**config.mk**
```make
export PLATFORM = sky130hd
export DESIGN_NAME = reg_write_arbiter
export DESIGN_NICKNAME = d
export VERILOG_FILES = /design/src/rtl/reg_write_arbiter.sv
export SDC_FILE = /design/constraint.sdc
export NUM_CORES = 1
export LEC_CHECK = 0
export BUFFER_PORTS_ARGS = -buffer_cell sky130_fd_sc_hd__buf_4
export CAP_MARGIN = 40
export CORE_MARGIN = 3
export CORE_UTILIZATION = 48
export DETAILED_ROUTE_END_ITERATION = 6
export GPL_TIMING_DRIVEN = 0
export PLACE_DENSITY = 0.87
export REMOVE_ABC_BUFFERS = 1
export SYNTH_ARGS = -nofsm -noshare
export SYNTH_HDL_FRONTEND = slang
export SYNTH_SLANG_ARGS = --single-unit
export TNS_END_PERCENT = 20
```
**constraint.sdc**
```tcl
create_clock -name Clk -period 4.54 [get_ports Clk]
set_input_delay 0.227 -clock Clk [delete_from_list [all_inputs] [get_ports Clk]]
set_output_delay 0.227 -clock Clk [all_outputs]
set_load 0.005 [all_outputs]
```
**src/rtl/reg_write_arbiter.sv**
```systemverilog
// Round-robin arbiter sharing the two write ports of a register bank among NUM_REQ requesters.
// Optional saturating conflict counter enabled by defining REG_ARB_CONFLICT_CNT_EN.
module reg_write_arbiter #(
   parameter int NUM_REQ  = 4,
   parameter int DATA_W   = 8,
   parameter int NUM_REGS = 8,
   parameter int ADDR_W   = $clog2(NUM_REGS)
) (
   input  logic                      Clk,
   input  logic                      Rst_n,
   input  logic [NUM_REQ-1:0]        req_valid,
   input  logic [NUM_REQ*ADDR_W-1:0] req_addr,
   input  logic [NUM_REQ*DATA_W-1:0] req_data,
   output logic [NUM_REQ-1:0]        req_ready,
   output logic [NUM_REGS-1:0]       wr_en0,
   output logic [DATA_W-1:0]         wr_data0,
   output logic [NUM_REGS-1:0]       wr_en1,
   output logic [DATA_W-1:0]         wr_data1,
   output logic                      busy
`ifdef REG_ARB_CONFLICT_CNT_EN
   ,
   output logic [7:0]                conflict_cnt
`endif
);

   localparam int PTR_W = (NUM_REQ > 1) ? $clog2(NUM_REQ) : 1;

   function automatic logic [NUM_REGS-1:0] decode(input logic [ADDR_W-1:0] a);
      logic [NUM_REGS-1:0] r;
      r    = '0;
      r[a] = 1'b1;
      return r;
   endfunction

   function automatic logic [PTR_W-1:0] ptr_inc(input logic [PTR_W-1:0] i);
      return (i == PTR_W'(NUM_REQ - 1)) ? '0 : i + 1'b1;
   endfunction

`ifdef REG_ARB_CONFLICT_CNT_EN
   function automatic logic [7:0] sat_inc(input logic [7:0] v);
      return (v == 8'hFF) ? v : v + 8'd1;
   endfunction
`endif

   logic [PTR_W-1:0]    rr_ptr;
   logic [PTR_W-1:0]    scan_idx;
   logic [PTR_W-1:0]    a_idx;
   logic [PTR_W-1:0]    b_idx;
   logic                a_found;
   logic                b_found;
   logic                deferred;
   logic [NUM_REQ-1:0]  grant;
   logic [ADDR_W-1:0]   a_addr;
   logic [ADDR_W-1:0]   b_addr;
   logic [DATA_W-1:0]   a_data;
   logic [DATA_W-1:0]   b_data;

   // Stage p0: grant selection from the round-robin pointer
   always_comb begin
      a_found  = 1'b0;
      b_found  = 1'b0;
      a_idx    = '0;
      b_idx    = '0;
      deferred = 1'b0;
      scan_idx = '0;
      for (int k = 0; k < NUM_REQ; k++) begin
         scan_idx = PTR_W'((int'(rr_ptr) + k) % NUM_REQ);
         if (req_valid[scan_idx]) begin
            if (!a_found) begin
               a_found = 1'b1;
               a_idx   = scan_idx;
            end else if (req_addr[scan_idx*ADDR_W +: ADDR_W] == req_addr[a_idx*ADDR_W +: ADDR_W]) begin
               deferred = 1'b1;
            end else if (!b_found) begin
               b_found = 1'b1;
               b_idx   = scan_idx;
            end
         end
      end
   end

   always_comb begin
      grant = '0;
      if (a_found) grant[a_idx] = 1'b1;
      if (b_found) grant[b_idx] = 1'b1;
   end

   assign a_addr    = req_addr[a_idx*ADDR_W +: ADDR_W];
   assign b_addr    = req_addr[b_idx*ADDR_W +: ADDR_W];
   assign a_data    = req_data[a_idx*DATA_W +: DATA_W];
   assign b_data    = req_data[b_idx*DATA_W +: DATA_W];
   assign req_ready = grant & {NUM_REQ{Rst_n}};
   assign busy      = Rst_n & (|(req_valid & ~grant));

   logic [NUM_REGS-1:0] en0_p1;
   logic [NUM_REGS-1:0] en1_p1;
   logic [DATA_W-1:0]   data0_p1;
   logic [DATA_W-1:0]   data1_p1;

   // Stage p1: registered port drives and pointer advance
   always_ff @(posedge Clk or negedge Rst_n) begin
      if (!Rst_n) begin
         rr_ptr   <= '0;
         en0_p1   <= '0;
         en1_p1   <= '0;
         data0_p1 <= '0;
         data1_p1 <= '0;
      end else begin
         en0_p1   <= a_found ? decode(a_addr) : '0;
         data0_p1 <= a_found ? a_data : '0;
         en1_p1   <= b_found ? decode(b_addr) : '0;
         data1_p1 <= b_found ? b_data : '0;
         if (b_found)      rr_ptr <= ptr_inc(b_idx);
         else if (a_found) rr_ptr <= ptr_inc(a_idx);
      end
   end

   assign wr_en0   = en0_p1;
   assign wr_en1   = en1_p1;
   assign wr_data0 = data0_p1;
   assign wr_data1 = data1_p1;

`ifdef REG_ARB_CONFLICT_CNT_EN
   logic [7:0] cnt_p1;

   always_ff @(posedge Clk or negedge Rst_n) begin
      if (!Rst_n)        cnt_p1 <= '0;
      else if (deferred) cnt_p1 <= sat_inc(cnt_p1);
   end

   assign conflict_cnt = cnt_p1;
`endif

endmodule

```
==> results.py <==
metrics = {
    "synth": {
        "synth_area_um2": 3150,
        "syn_avg_cell_area_um2": 9.83,
        "synth-seq-cells": 34,
        "synth_cell_types": 56,
        "ys_seq_area_frac": 0.270,
        "syn_inst": 321,
        "synth_warnings": 0,
        "async_reset_ff_frac": 1.00,
        "synth_edf_count": 0,
        "dominantRegCellSynth": "dfrtp_1",
    },
    "critical_path": {
        "critPathKind": "flip-flop to output port",
        "critPathMaxFanout": 23,
        "startpoint_type": "flip-flop",
        "crit_path_cell_trace": "buf_16 > and2_4 > o21ai_4 > o21ai_2 > ha_2 > inv_4 > mux4_2 > xor2_2 > o31ai_4 > inv_2 > a22o_1 > a31o_4 > clkinv_8 > ha_1 > nand2_1 > a222oi_1 > a31oi_1 > buf_4",
        "crit_required_ns": 4.31,
        "critPathArrivalTime_ns": 4.24,
        "cp_top_family": "compound AO/OA/AOI/OAI gates",
        "worstSetupEndpointType": "output port",
        "cp_slowest_stage_delay_ns": 0.53,
        "reg2reg_slack_ns": 0.17,
        "critPathSlowestCell": "mux4_2",
        "worst-path-buf-inv": 5,
    },
    "timing": {
        "final.setup_skew_ns": 0.00328,
        "max_slew_margin": 0.425,
        "hold_viol": 0,
        "fin_hold_ws_ns": 0.291,
        "fin_ws_ns": 0.0729,
        "maxSlewViolCount": 0,
        "tightest_slew_ns": 0.852,
        "fin_crit_sh": 0.984,
        "period_needed_ns": 4.47,
        "fin_tns_setup_ns": 0,
        "finalSetupViolCount": 0,
        "fmax_mhz": 224,
    },
    "cells_and_area": {
        "syn_to_final_growth_pct": 33.7,
        "layout_common_cells": "96 x buf_4, 32 x dfrtp_1, 31 x mux2i_1, 22 x mux4_2, 19 x a211oi_1",
        "nets": 466,
        "fillers": 418,
        "post-route-util": 0.688,
        "multi_input_area_um2": 2270,
        "drive_gt1_frac": 0.418,
        "regArea_um2": 853,
        "fin_area_um2": 4220,
        "antennaDiodeCount": 0,
        "layout_commonest_cell": "buf_4",
    },
    "global_routing": {
        "antenna_found_initial": 0,
        "grt_usage": 0.245,
        "grt-ovfl-total": 0,
        "grt_max_degree": 36,
        "grt_pass1_wl_um": 14700,
        "grt_pass1_vias": 3021,
    },
    "placed_design": {
        "placed_area_um2": 3910,
        "hpwl_um": 6700,
        "place.gp.congestion": 0.894,
        "dp_slack_ns": -0.937,
        "portBuffers": 86,
    },
    "floorplanning": {
        "dieWidth_um": 87.1,
        "die_h_um": 87.1,
        "rows": 28,
        "num_io_pins": 87,
        "core-area_um2": 6130,
        "die_area_um2": 7580,
        "initial_core_util": 0.514,
    },
    "worst_hold_path": {
        "hp-class": "primary input to flip-flop",
    },
    "clock_network": {
        "cts_tree": "built",
        "cts_buffer_depth": 2,
        "cts.sinks": 34,
        "clock-root-buffer": "clkbuf_8",
        "htreeDepth": 2,
        "clk_pin_slew_ns": 0.07,
        "worstSkewPairLatency_ns": 0.30,
        "cts_made_buffers": 5,
    },
    "run": {
        "drv_cap": 0,
    },
    "drt": {
        "dr.first_iter.drc_count": 394,
        "drtAntennaViolNets": 0,
        "routed_wl_um": 9580,
        "vias": 3175,
        "wl_per_cell_um": 19.8,
        "drc_errors": 0,
        "vias_per_cell": 6.56,
        "drtPass1Iterations": 6,
    },
    "power": {
        "p_leak_nw": 1.92,
        "ir_worst_vdd_v": 0.000540,
        "powerDensity_nw_per_um2": 907,
    },
    "outcome": {
        "status": "completed",
    },
}
## tightest hold or removal path: cells and delay by family
family | cells | cell delay (ns)
compound gates | 1 | 0.08
mux | 1 | 0.12
buf+inv | 1 | 0.11
## final timing paths
kind                       depth (start not counted)           to    startpoint
setup / recovery                                  18         busy     rr_ptr[0]
hold / removal                                     3  wr_data1[0]  req_data[16]
setup reg to reg                                  14    wr_en1[1]     rr_ptr[1]
hold reg to reg                                    2    rr_ptr[1]     rr_ptr[1]
max in group asynchronous                          2    rr_ptr[0]         Rst_n
min in group asynchronous                          2  wr_data1[1]         Rst_n
## per-stage QoR
step | instances | total power [mW]
finish | 484 | 3.82
global route | 484 | 4.06
CTS | 480 | 3.59
detailed placement | 466 | 3.18
global placement | 459 | 2.94
floorplan | 298 | 2.37
## final cells by class
cell class / count / area share
clock buffer: 6 / 0.0196
clock inverter: 2 / 0.00297
inverter: 15 / 0.0169
multi-input combinational: 249 / 0.539
sequential: 34 / 0.202
tap: 75 / 0.0222
timing repair buffer: 102 / 0.195
timing repair inverter: 1 / 0.00148
## cell families (layout without fill, tap and decap cells)
family | Yosys count | in the layout | share of synthesized area
AND/OR/NAND/NOR | 93 | 93 | 0.153
AO/OA/AOI/OAI | 80 | 80 | 0.186
multiplexers | 62 | 62 | 0.289
buffers and inverters | 38 | 126 | 0.0532
flip-flops | 34 | 34 | 0.270
adder cells (fa/ha/maj) | 8 | 8 | 0.0317
XOR/XNOR | 6 | 6 | 0.0167
## synthesized netlist by cell type (3+ instances only)
cell       instances  area share
or3_1              4      0.0079
and2_1            11       0.022
o22ai_1            3      0.0060
nand2_1           18       0.021
dfrtp_1           34        0.27
mux4_2            22        0.16
inv_1             11       0.013
nor3_1            11       0.017
mux2i_1           31       0.098
a2bb2oi_1          3      0.0083
nand2b_1           4      0.0079
a211oi_1          21       0.050
nand3_1            7       0.011
ha_1               8       0.032
and3_1             6       0.012
nor2_1            15       0.018
buf_2              5      0.0079
xnor2_1            3      0.0083
buf_4              3      0.0071
xor2_1             3      0.0083
nor2b_1           13       0.026
clkbuf_1          12       0.014
o21ai_0           10       0.016
a31oi_1            5      0.0099
a21oi_1           13       0.021
inv_2              4      0.0048
mux2_2             7       0.025
## per-layer routing
metal | global-route usage | vias up | part of all wire
met5 | 0 | - | 0
met4 | 0.0850 | 0 | 0.025
met3 | 0.0341 | 31 | 0.10
met2 | 0.426 | 216 | 0.49
met1 | 0.311 | 1526 | 0.38
li1 | - | 1402 | -
## power breakdown
group / internal (mW) / leakage (nW) / total [mW] / switching, mW
sequential: 0.431 / 0.433 / 0.479 / 0.0481
clock: 0.122 / 0.0472 / 0.238 / 0.117
combinational: 1.47 / 1.44 / 3.11 / 1.64
## registers in the layout (all words and copies together) (netlist names)
signal,cells
wr_data0,8
wr_data1,8
wr_en0,8
wr_en1,8
rr_ptr,2
## repair_timing
| item | CTS | global route |
|---|---|---|
| resized for setup | 16 | 16 |
| endpoints found under the hold margin | 34 | 0 |
| setup buffers | 4 | 4 |
| endpoints found under the setup margin | 23 | 5 |
| gates cloned | 1 | 0 |
| hold buffers | 1 | 0 |
| pin swaps | 3 | 6 |
Power figures use the tool's default switching activity.
